`src/rtl/ibex_register_file_cache.sv`:
```
// ibex_register_file_cache: fully-associative read cache over a flop backing file, write-through, serial miss fills.
// Define IBEX_RFC_PERF_CNT_EN to add the hit_cnt_o/miss_cnt_o lookup counters.
module ibex_register_file_cache #(
  parameter bit          RV32E         = 1'b0,
  parameter int unsigned DataWidth     = 32,
  parameter int unsigned CacheEntries  = 4,
  parameter int unsigned NumReadPorts  = 2,
  parameter int unsigned MissLatency   = 2,
  parameter bit          WriteAllocate = 1'b1
) (
  input  logic                              clk_i,
  input  logic                              rst_i,
  input  logic [NumReadPorts-1:0]           rreq_i,
  input  logic [NumReadPorts*5-1:0]         raddr_i,
  output logic [NumReadPorts*DataWidth-1:0] rdata_o,
  output logic [NumReadPorts-1:0]           rvalid_o,
  input  logic                              we_i,
  input  logic [4:0]                        waddr_i,
  input  logic [DataWidth-1:0]              wdata_i,
  input  logic                              flush_i,
  output logic                              stall_o
`ifdef IBEX_RFC_PERF_CNT_EN
  ,
  output logic [31:0]                       hit_cnt_o,
  output logic [31:0]                       miss_cnt_o
`endif
);
  localparam int AW = RV32E ? 4 : 5;
  localparam int NR = 2 ** AW;
  localparam int CW = $clog2(MissLatency + 1);
  localparam int EW = $clog2(CacheEntries);
  typedef enum logic [1:0] {IDLE, FETCH, FILL} state_e;
  state_e                 state_q, state_d;
  logic [CW-1:0]          cnt_q, cnt_d;
  logic [AW-1:0]          maddr_q, maddr_d, mreq;
  logic [EW-1:0]          vptr_q, vptr_d, wvic, fvic, p2;
  logic [CacheEntries-1:0] valid_q, valid_d, v2, wm, fm;
  logic [AW-1:0]          tag_q [CacheEntries];
  logic [AW-1:0]          tag_d [CacheEntries];
  logic [DataWidth-1:0]   data_q [CacheEntries];
  logic [DataWidth-1:0]   data_d [CacheEntries];
  logic [DataWidth-1:0]   rf_q [NR];
  logic [NumReadPorts-1:0] hit, miss;
  logic [EW:0]            wv, fv;
  logic [AW-1:0]          wa;
  logic                   wen, walloc, do_fill, ok;
  function automatic logic [EW:0] first_free(input logic [CacheEntries-1:0] v);
    first_free = '0;
    for (int e = CacheEntries - 1; e >= 0; e--) if (!v[e]) first_free = {1'b1, EW'(e)};
  endfunction
  function automatic logic [EW-1:0] nxt(input logic [EW-1:0] p);
    return p == EW'(CacheEntries - 1) ? '0 : p + EW'(1);
  endfunction
  assign ok = !rst_i && state_q == IDLE && !(|miss);
  for (genvar p = 0; p < NumReadPorts; p++) begin : g_port
    logic [AW-1:0]           a;
    logic [CacheEntries-1:0] m;
    logic [DataWidth-1:0]    d;
    assign a = raddr_i[p*5 +: AW];
    always_comb begin
      m = '0;
      d = '0;
      for (int e = 0; e < CacheEntries; e++) begin
        m[e] = valid_q[e] && tag_q[e] == a;
        d = d | (m[e] ? data_q[e] : '0);
      end
    end
    assign hit[p] = a == '0 || |m;
    assign miss[p] = rreq_i[p] && !hit[p];
    assign rvalid_o[p] = rreq_i[p] && hit[p] && ok;
    assign rdata_o[p*DataWidth +: DataWidth] = rvalid_o[p] ? d : '0;
  end
  assign stall_o = !rst_i && (state_q != IDLE || |miss);
  assign wa = waddr_i[AW-1:0];
  assign wen = we_i && wa != '0;
  always_comb begin
    mreq = '0;
    wm = '0;
    fm = '0;
    for (int p = NumReadPorts - 1; p >= 0; p--) if (miss[p]) mreq = raddr_i[p*5 +: AW];
    for (int e = 0; e < CacheEntries; e++) begin
      wm[e] = valid_q[e] && tag_q[e] == wa;
      fm[e] = valid_q[e] && tag_q[e] == maddr_q;
    end
  end
  assign walloc = WriteAllocate && wen && !(|wm) && !flush_i;
  // A fill is dropped if its address is already cached or is being write-allocated now.
  assign do_fill = state_q == FILL && !flush_i && !(|fm) && !(walloc && wa == maddr_q);
  always_comb begin
    valid_d = valid_q;
    tag_d = tag_q;
    data_d = data_q;
    wv = first_free(valid_q);
    wvic = wv[EW] ? wv[EW-1:0] : vptr_q;
    v2 = valid_q;
    p2 = vptr_q;
    for (int e = 0; e < CacheEntries; e++) if (wm[e] && wen && !flush_i) data_d[e] = wdata_i;
    if (walloc) begin
      valid_d[wvic] = 1'b1;
      tag_d[wvic] = wa;
      data_d[wvic] = wdata_i;
      v2[wvic] = 1'b1;
      p2 = wv[EW] ? vptr_q : nxt(vptr_q);
    end
    fv = first_free(v2);
    fvic = fv[EW] ? fv[EW-1:0] : p2;
    if (do_fill) begin
      valid_d[fvic] = 1'b1;
      tag_d[fvic] = maddr_q;
      data_d[fvic] = rf_q[maddr_q];
      p2 = fv[EW] ? p2 : nxt(p2);
    end
    vptr_d = p2;
    if (flush_i) valid_d = '0;
  end
  always_comb begin
    state_d = state_q;
    cnt_d = cnt_q;
    maddr_d = maddr_q;
    case (state_q)
      IDLE: if (|miss) begin
        state_d = FETCH;
        maddr_d = mreq;
        cnt_d = CW'(MissLatency - 1);
      end
      FETCH: begin
        state_d = cnt_q == '0 ? FILL : FETCH;
        cnt_d = cnt_q == '0 ? cnt_q : cnt_q - CW'(1);
      end
      default: state_d = IDLE;
    endcase
    if (flush_i) state_d = IDLE;
  end
  always_ff @(posedge clk_i) begin
    if (rst_i) begin
      state_q <= IDLE;
      cnt_q <= '0;
      maddr_q <= '0;
      vptr_q <= '0;
      valid_q <= '0;
      for (int e = 0; e < CacheEntries; e++) begin
        tag_q[e] <= '0;
        data_q[e] <= '0;
      end
      for (int r = 0; r < NR; r++) rf_q[r] <= '0;
    end else begin
      state_q <= state_d;
      cnt_q <= cnt_d;
      maddr_q <= maddr_d;
      vptr_q <= vptr_d;
      valid_q <= valid_d;
      tag_q <= tag_d;
      data_q <= data_d;
      if (wen) rf_q[wa] <= wdata_i;
    end
  end
`ifdef IBEX_RFC_PERF_CNT_EN
  always_ff @(posedge clk_i) begin
    if (rst_i) begin
      hit_cnt_o <= '0;
      miss_cnt_o <= '0;
    end else if (state_q == IDLE) begin
      hit_cnt_o <= hit_cnt_o + 32'($countones(rreq_i & hit));
      miss_cnt_o <= miss_cnt_o + 32'($countones(miss));
    end
  end
`endif
endmodule
```
`config.mk`:
```
export PLATFORM = sky130hd
export DESIGN_NAME = ibex_register_file_cache
export DESIGN_NICKNAME = d
export VERILOG_FILES = /design/src/rtl/ibex_register_file_cache.sv
export SDC_FILE = /design/constraint.sdc
export NUM_CORES = 2
export LEC_CHECK = 0
export CORE_MARGIN = 5
export CORE_UTILIZATION = 35
export DETAILED_ROUTE_END_ITERATION = 10
export DONT_BUFFER_PORTS = 1
export PLACE_DENSITY = 0.56
export SYNTH_ARGS = -nofsm -noshare
export SYNTH_HDL_FRONTEND = slang
export SYNTH_SLANG_ARGS = --single-unit
```
`constraint.sdc`:
```
create_clock -name clk_i -period 7.4 [get_ports clk_i]
set_input_delay 0.37 -clock clk_i [delete_from_list [all_inputs] [get_ports clk_i]]
set_output_delay 0.37 -clock clk_i [all_outputs]
set_load 0.05 [all_outputs]
```
==> results by group <==
GRT
  • Total Routing Usage GR: 0.203
  • Grt total ovfl: 0
  • Vias in the first global route: 33400
  • Largest net degree at the start of global routing: a little over 200
  • First-pass GRT wire length: 249000 um
  • Initial antenna violation count: 17

Synthesis
  • Adder-cell share of the synthesized area: 0.000615
  • Most common cell in the netlist: edfxtp_1
  • Register area share after synthesis: 0.599
  • Ys Warns: 0
  • Post-synth top area cell: edfxtp_1
  • Synth Area in Compound Gates: 0.0313
  • Mux cell area share after synthesis: 0.187
  • Ranking of synthesized cells by area: edfxtp_1, mux4_2, and2_1, dfxtp_1, mux2i_1
  • Main synth FF type: edfxtp_1
  • Top cell type's share of synthesized area: 0.540
  • Mapped Area: 56900 sq um
  • Commonest cells post-synth: edfxtp_1, and2_1, clkbuf_1
  • Xor and xnor area share after synthesis: 0.0134
  • Synth Register Bits: 1192
  • Syn Inst Count: roughly 4000
  • Post-synth EDFFs: a little over 1000
  • Synth unique cells: 62
  • Main combinational cell family by area after synthesis: multiplexers
  • Simple-Gate Fraction of Synth Area: 0.139
  • Async SR Flop Fraction: 0
  • Mapped Avg Cell Area: 14.4 sq um

Finish
  • P&R area growth vs syn: 14.3%
  • Layout cell share with drive strength beyond 1: 0.215
  • Fillcell total: 15000
  • Fin util: 0.401
  • # nets final: 3994
  • Multi-input gate area: 21600 sq um
  • FF/Latch Area: 34100 sq um

Floorplanning
  • Std-Cell Rows: approximately 150
  • Initial Util: 0.351
  • Boundary Pins: 120
  • Die Y: roughly 410 um
  • DIE AREA: 171000 sq um
  • Std-Cell Core Area: 162000 sq um
  • Die width: 413 um

Clock tree
  • CTS sink cnt: ~1200
  • Setup Fix Bufs, Post-CTS: 0
  • CTS buffer count: 133
  • CTS H-tree depth: 4
  • Clk slew on worst S/H paths: 0.06 ns
  • Latest clock arrival within the worst-skew pair: around 0.77 ns
  • Root buf cell: clkbuf_16
  • CTS Buffer Depth: 3
  • CTS tree: yes

Critical path
  • Worst r2r dst: data_q[46]$_SDFF_PP0_
  • Reg-to-reg startpoint: tag_q[17]$_SDFF_PP0_
  • Setup crit start: valid_q[0]$_SDFF_PP0_
  • R2R Setup Slk: 3.31 ns
  • CP Cell Sequence: inv_1, nor3_2, buf_4, a21oi_1, nand4b_1, nand4_1, buf_4, a21oi_1
  • Crit path arrival time: 4.30 ns
  • Critical Path Sink: rdata_o[53]
  • Worst Path Required: 7.03 ns
  • Family with the most delay on the worst path: buffers and inverters
  • R2R cell count: 9
  • Crit path depth: 8
  • CP endpoint kind: output port
  • Crit path kind: reg2out
  • Critical-path maximum fanout: 33
  • Slowest cell on crit path: a21oi_1
  • Buf+Inv Stages, Crit Path: 3
  • Critical Path Source Type: register
  • Crit-path max cell delay: approximately 0.97 ns

Pwr
  • Leakage power: 0.0230 uW
  • PD cells: 244 nW/um^2
  • Max IR drop VDD: approximately 200 uV

Routing
  • Post-Route WL: 176000 um
  • TritonRoute pass-1 iters: 5
  • WL/cell: about 28 um
  • Residual DRC: 0
  • Initial drt markers: 3610
  • Post-route ant nets: 0
  • DR vias/cell: 5.43
  • Via count: approximately 34000

Placed design
  • Number of port buffers: 0
  • RePlAce Congestion: 0.821
  • DP HPWL: 96000 um

STA
  • Max-Slew Margin vs Limit: 0.102
  • Final hold vios: 0
  • RSZ-0062 raised after global routing: no
  • Least-Margin Pin Slew: between 1 and 1.5 ns
  • Fin crit period: 4.67 ns
  • Final period utilization: 0.631
  • Total negative slack: 0 ns
  • Min Hold Slack: 0.0561 ns
  • Slew Limit Fails: 0
  • FMAX: ~210 MHz
  • # setup viols final: 0
  • Final Skew: approximately 0.025 ns

Worst hold path
  • Worst Hold Depth: 2
  • Min-Delay Path Class: in2reg

Flow run
  • Max Cap Viol: 0

Status
  • Status: completed
[cell type report]
class                           count  area share
Antenna cell                        8    0.000308
Clock buffer                      170      0.0555
Clock inverter                     74     0.00959
Inverter                           10    0.000577
Multi-Input combinational cell   2371       0.331
Sequential cell                  1192       0.524
Tap cell                         2175      0.0418
Timing Repair Buffer              231      0.0364
[cells by family after synthesis]
group | count (synthesis)
and+or+nand+nor | 1355
other | 1
buffers and inverters | 418
adders and majority gates | 3
muxes | 641
xor gates and xnor gates | 87
AOI/OAI and AO/OA | 253
DFF | 1192
[where the power goes]
part,switching (uW),internal (uW),leakage (uW),total [uW]
Sequential,141,7620,0.0111,7760
Clock,2780,3750,0.00209,6530
Combinational,905,666,0.00982,1570
[metrics by stage]
stage	cell area, sq um	instances	total power (uW)	setup slack, ns
after CTS	65100	6223	16000	2.77
after floorplan	57100	3981	8830	4.14
after detailed placement	59400	5870	9300	3.25
after global placement	59400	5870	9290	3.29
final	65100	6231	15900	2.73
after global routing	65100	6226	16300	2.62
[flip-flops by register name, summed over array words and instances (netlist names), named ones only]
signal / flops
rf_q: 1024
data_q: 128
tag_q: 20
maddr_q: 5
valid_q: 4
cnt_q: 2
state_q: 2
vptr_q: 2
[placed cells by master, fill, tap and decap left out, types with 41 or more instances in the layout]
cell type	netlist	final
buf_4	4	119
mux4_2	320	320
dfxtp_1	168	163
or2_2	41	41
dlygate4sd3_1	0	77
and2_1	993	993
mux2_2	93	93
edfxtp_1	1024	1024
nor2_1	216	185
xor2_1	54	54
clkbuf_16	0	139
mux2i_1	192	192
a21oi_1	72	72
a22oi_1	128	128
[worst min-delay path by stage]
stage | from | to | slack [ns]
2_1_floorplan | cnt_q[0]$_SDFFE_PP0P_ | cnt_q[0]$_SDFFE_PP0P_ | 0.44
3_3_place_gp | cnt_q[0]$_SDFFE_PP0P_ | cnt_q[0]$_SDFFE_PP0P_ | 0.45
3_5_place_dp | rst_i | tag_q[6]$_SDFF_PP0_ | 0.49
4_1_cts | rst_i | data_q[15]$_SDFF_PP0_ | 0.0009
5_1_grt | rst_i | data_q[69]$_SDFF_PP0_ | 0.03
6_report | wdata_i[0] | rf_q[28][0]$_SDFFCE_PN0P_ | 0.06
[worst reg2reg max path: stages, from the launching register on]
cell and delay (ns):
dfxtp_1 0.46, xor2_1 0.11, nor4_1 0.40, nand3_1 0.29
and4_1 0.51, a21o_1 0.30, a211oi_4 0.66, or3_2 0.24
buf_4 0.54, mux2_2 0.47
[timing repair]
| action | in CTS | in global routing |
|---|---|---|
| endpoints found under the hold margin | 1192 | 0 |
| setup endpoints to repair | 0 | 0 |
| hold buffers | 109 | 0 |
| resized for setup | 0 | 0 |
[per-layer routing]
metal	track usage	vias up	wire, um
met2	0.327	1324	84500
met1	0.282	17700	74200
li1	-	14500	-
met4	0.0632	0	5140
met5	0	-	0
met3	0.0316	279	11700
Power figures use the tool's default switching activity.
